===== config.mk =====
export PLATFORM = sky130hd
export DESIGN_NAME = block_instr_fetch
export DESIGN_NICKNAME = d
export VERILOG_FILES = /design/src/rtl/block_instr_fetch.sv
export SDC_FILE = /design/constraint.sdc
export NUM_CORES = 1
export LEC_CHECK = 0
export CELL_PAD_IN_SITES_DETAIL_PLACEMENT = 0
export CELL_PAD_IN_SITES_GLOBAL_PLACEMENT = 1
export CORE_UTILIZATION = 37
export DETAILED_ROUTE_END_ITERATION = 8
export HOLD_SLACK_MARGIN = 0.05
export PLACE_DENSITY = 0.83
export SYNTH_ARGS = -nofsm -noshare
export SYNTH_HDL_FRONTEND = slang
export SYNTH_SLANG_ARGS = --single-unit

===== constraint.sdc =====
create_clock -name clk -period 2.6 [get_ports clk]
set_clock_uncertainty 0.15 [all_clocks]
set_input_delay 0.39 -clock clk [delete_from_list [all_inputs] [get_ports clk]]
set_output_delay 0.39 -clock clk [all_outputs]
set_load 0.01 [all_outputs]

===== src/rtl/block_instr_fetch.sv =====
// rtl/block_instr_fetch.sv - Instruction fetch sequencer with stall skid register.
// Optional NOP skipping under BLOCK_INSTR_FETCH_NOP_SKIP_EN (NOP opcode in `BLOCK_INSTR_NOP).

`ifndef BLOCK_INSTR_NOP
`define BLOCK_INSTR_NOP 5'h13
`endif

module block_instr_fetch #(
  parameter int ADDR_WIDTH = 8,
  parameter int DEPTH      = 256
) (
  input  logic                  clk,
  input  logic                  reset,
  input  logic                  sample_tick,
  input  logic [ADDR_WIDTH:0]   n_instrs,
  output logic [ADDR_WIDTH-1:0] mem_raddr,
  output logic                  mem_ren,
  input  logic [31:0]           mem_rdata,
  input  logic                  stall,
  output logic [31:0]           instr,
  output logic                  instr_valid,
  output logic [ADDR_WIDTH-1:0] pc,
  output logic                  busy,
  output logic                  done,
  output logic                  overrun
);

  localparam logic [ADDR_WIDTH:0] DEPTH_N = (ADDR_WIDTH+1)'(DEPTH);

  typedef enum logic [1:0] {IDLE, FETCH, DRAIN} state_t;

  state_t                state, state_next;
  logic [ADDR_WIDTH-1:0] rd_addr;
  logic [ADDR_WIDTH:0]   last_addr;
  logic                  rd_pend;
  logic [ADDR_WIDTH-1:0] pend_addr;
  logic                  skid_valid;
  logic [31:0]           skid_data;
  logic [ADDR_WIDTH-1:0] skid_pc;
  logic                  zero_done;
  logic                  overrun_r;

  logic                  word_is_nop;
  logic                  fresh_valid;
  logic                  accept;
  logic                  nop_last;
  logic                  pass_done;
  logic                  start;
  logic [ADDR_WIDTH:0]   n_clamped;

`ifdef BLOCK_INSTR_FETCH_NOP_SKIP_EN
  assign word_is_nop = (mem_rdata[4:0] == `BLOCK_INSTR_NOP);
`else
  assign word_is_nop = 1'b0;
`endif

  // Returning read data is presented directly; the skid only holds a word that arrived under stall.
  assign fresh_valid = rd_pend && !word_is_nop;
  assign instr_valid = skid_valid || fresh_valid;
  assign instr       = skid_valid ? skid_data : (fresh_valid ? mem_rdata : 32'd0);
  assign pc          = skid_valid ? skid_pc : (fresh_valid ? pend_addr : '0);
  assign accept      = instr_valid && !stall;
  assign nop_last    = rd_pend && word_is_nop && ({1'b0, pend_addr} == last_addr);
  assign pass_done   = (state == DRAIN) && ((accept && ({1'b0, pc} == last_addr)) || nop_last);

  assign busy      = (state != IDLE);
  assign mem_ren   = (state == FETCH) && !(instr_valid && stall);
  assign mem_raddr = mem_ren ? rd_addr : '0;
  assign done      = pass_done || zero_done;
  assign overrun   = overrun_r;

  assign n_clamped = (n_instrs > DEPTH_N) ? DEPTH_N : n_instrs;
  assign start     = sample_tick && (n_instrs != '0) && ((state == IDLE) || pass_done);

  always_ff @(posedge clk or posedge reset) begin
    if (reset) state <= IDLE;
    else       state <= state_next;
  end

  always_comb begin
    state_next = state;
    case (state)
      IDLE:  if (start) state_next = FETCH;
      FETCH: if (mem_ren && ({1'b0, rd_addr} == last_addr)) state_next = DRAIN;
      DRAIN: if (pass_done) state_next = start ? FETCH : IDLE;
      default: state_next = IDLE;
    endcase
  end

  always_ff @(posedge clk or posedge reset) begin
    if (reset) begin
      rd_addr    <= '0;
      last_addr  <= '0;
      rd_pend    <= 1'b0;
      pend_addr  <= '0;
      skid_valid <= 1'b0;
      skid_data  <= 32'd0;
      skid_pc    <= '0;
      zero_done  <= 1'b0;
      overrun_r  <= 1'b0;
    end else begin
      rd_pend   <= mem_ren;
      pend_addr <= rd_addr;
      zero_done <= sample_tick && (n_instrs == '0) && ((state == IDLE) || pass_done);
      overrun_r <= sample_tick && busy && !pass_done;

      if (start) begin
        rd_addr   <= '0;
        last_addr <= n_clamped - 1'b1;
      end else if (mem_ren && ({1'b0, rd_addr} != last_addr)) begin
        rd_addr <= rd_addr + 1'b1;
      end

      if (skid_valid && !stall) begin
        skid_valid <= 1'b0;
      end else if (fresh_valid && stall) begin
        skid_valid <= 1'b1;
        skid_data  <= mem_rdata;
        skid_pc    <= pend_addr;
      end
    end
  end

endmodule


==> results.toml <==
[clock_network]
numCtsBuffers = 9
tritoncts = "done"
cts-root-buf = "clkbuf_8"
htreeDepth = 3
clock_sinks = 71
cts_hold_buf = 0
clockBufferDepth = 2
worstSkewPairLatency_ns = 0.34
clkTransAtPathRegs_ns = 0.07

[power]
leakage_nw = 2.54
powerDensity_mw_per_mm2 = 1060
ir_drop_mv = 0.512
power_mw = 5.96

[global_routing]
grt_pass1_vias = 3209
grt_pass1_wl_mm = 15.9
grt_max_degree = 48
grt-ovfl-total = 0
track_usage = 0.181
grt_antenna_before_repair = 0

[outcome]
status = "finished with violations"
violations = "setup timing"

[route]
drt_wl_total_mm = 9.36
routedWlPerCell_microns = 14.0
dr.pass1.iters = 4
num_vias = 3250
avgViaCountPerCell = 4.87
drt-initial-drc-count = 93
drc = 0
ant_nets = 0

[yosys]
ys_types = 49
yosysSeqAreaShare = 0.461
synth.net_count = 437
avgSynthCellArea_sq_um = 9.89
async_flop_share = 1.00
ys_seq_elements = 71
syn_inst = 390
netlist_top_cells_count = "79 x nand2_1, 71 x dfrtp_1, 40 x mux2_2, 39 x o21ai_0, 19 x xor2_1"
synth-edff-count = 0
yosysMostFrequentCell = "nand2_1"
yosysTopAreaCellShare = 0.461
synth_top_area_cell = "dfrtp_1"
ys.flop_type = "dfrtp_1"
synth_area_sq_mm = 0.00386
synth_area_leaders = "dfrtp_1 46%, mux2_2 12%, nand2_1 7.7%, o21ai_0 5.1%, xor2_1 4.3%"
synth_warnings = 0

[critical_path]
critPathTopFamily = "buffers and inverters"
cp_common_cell = "buf_4"
critPathBufInv = 5
worstSetupPathType = "flop to flop"
worstPathCellList = "buf_4 > nand3b_1 > buf_4 > a21oi_1 > nor4_4 > nand4_4 > buf_4 > buf_4 > a21oi_4 > buf_4 > mux2_4"
crit_slowest_cell = "dfrtp_2"
end_kind = "flop"
worstPathMaxFanout = 5
crit_arrival_ns = 2.69
start_kind = "flop"
crit_required_ns = 2.67
critPathMaxStageDelay_ns = 0.43

[sta]
relSlewSlack = 0.615
min_period_ns = 2.62
max_freq_mhz = 382
setup_viol = 4
rsz0062_at_grt = "yes"
period_share = 1.01
finalMaxSlewViolations = 0
tightest_slew_ns = 0.576
whs_ns = 0.312
hold_violations = 0
worst_slack_ns = -0.0178

[finish]
fillers = 875
num_antenna_cells = 0
syn2layout_area_growth_pct = 45.3
fin_cells = 668
design_area_sq_mm = 0.00560
utilization = 0.563
layout.nets = 577
drive_gt1_frac = 0.250

[die]
chipHeight_microns = 104
core_sq_mm = 0.00995
initial_core_util = 0.387
fp.dieArea_sq_mm = 0.0108
ioPinCount = 98
die_w_microns = 104
fp-row-count = 36

[placement]
port_buffers = 97
gp_congestion = 0.803
placed_cells_incl_taps = 638
detailed_place_hpwl_mm = 6.74
postPlaceCellArea_sq_mm = 0.00521

[min_path]
hold_path.class = "primary input to async pin"

[job]
cap_violations = 0
[worst reg2reg max path, stage by stage, from the launching register on]
cell and delay (ns):
dfrtp_2 0.43, buf_4 0.15, nand3b_1 0.13, buf_4 0.13
a21oi_1 0.08, nor4_4 0.29, nand4_4 0.16, buf_4 0.16
buf_4 0.15, a21oi_4 0.23, buf_4 0.16, mux2_4 0.28
[through the flow]
step	setup WS, ns	TNS, ns
final	-0.0178	-0.0489
after global placement	-0.455	-3.23
after CTS	-0.0626	-0.0912
after detailed placement	-0.451	-4.51
after floorplan	0.263	0
after global routing	-0.0962	-1.32
[layout make-up]
cell class	count	area, sq um	share of cell area
Timing Repair inverter	1	7.51	0.00134
Clock inverter	3	65.1	0.0116
Inverter	11	41.3	0.00737
Tap cell	133	166	0.0297
Timing Repair Buffer	149	1410	0.252
Clock buffer	13	159	0.0284
Multi-Input combinational cell	287	1970	0.352
Sequential cell	71	1780	0.318
[per-layer routing]
| metal | wire (microns) | global-route usage |
|---|---|---|
| met1 | 4310 | 0.237 |
| met2 | 4490 | 0.300 |
| met3 | 482 | 0.0445 |
| met4 | 71 | 0.0418 |
| met5 | 0 | 0 |
[timing repair]
| action | in CTS | in global routing |
|---|---|---|
| endpoints found under the hold margin | 0 | 0 |
| pin swaps | 4 | 6 |
| buffers inserted | 9 | 4 |
| setup endpoints to repair | 35 | 45 |
| gates cloned | 1 | 0 |
| gates resized for setup | 28 | 6 |
[report_power, final]
part	internal, mW	switching (mW)	total, mW
Clock	0.592	0.388	0.980
Sequential	1.58	0.427	2.01
Combinational	1.69	1.29	2.97
Total	3.86	2.10	5.96
[kinds of logic after synthesis]
| logic type | synth area share |
|---|---|
| muxes | 0.148 |
| DFF | 0.461 |
| buffers and inverters | 0.0370 |
| and+or+nand+nor | 0.185 |
| AOI/OAI and AO/OA | 0.101 |
| xor gates and xnor gates | 0.0613 |
| adders and majority gates | 0.00649 |
[cells in the final DEF (no fill, tap or decap), types with 9 or more instances in the layout]
cell             count
clkdlybuf4s50_1     82
nand2_1             78
dfrtp_1             69
buf_4               45
mux2_2              40
o21ai_0             38
xor2_1              19
nor2_1              18
clkbuf_8            11
dlygate4sd2_1       10
inv_1                9
and2_1               9
[registers in the layout, indices dropped and copies added (netlist names)]
| name | cells |
|---|---|
| state | 2 |
| skid_valid | 1 |
| overrun | 1 |
| skid_data | 32 |
| rd_addr | 8 |
| zero_done | 1 |
| fresh_valid | 1 |
| pend_addr | 8 |
| skid_pc | 8 |
| last_addr | 9 |
[worst paths after layout]
kind | from | to | slack (ns) | cells after the start
max in group asynchronous | reset | fresh_valid | 1.38 | 3
hold / removal | reset | skid_pc[7] | 0.31 | 2
hold reg to reg | rd_addr[5] | pend_addr[5] | 0.35 | 0
setup reg to reg | fresh_valid | last_addr[8] | -0.02 | 11
setup / recovery | fresh_valid | last_addr[8] | -0.02 | 11
min in group clk | rd_addr[5] | pend_addr[5] | 0.35 | 0
Note: power is estimated with default switching activity, not from simulation.
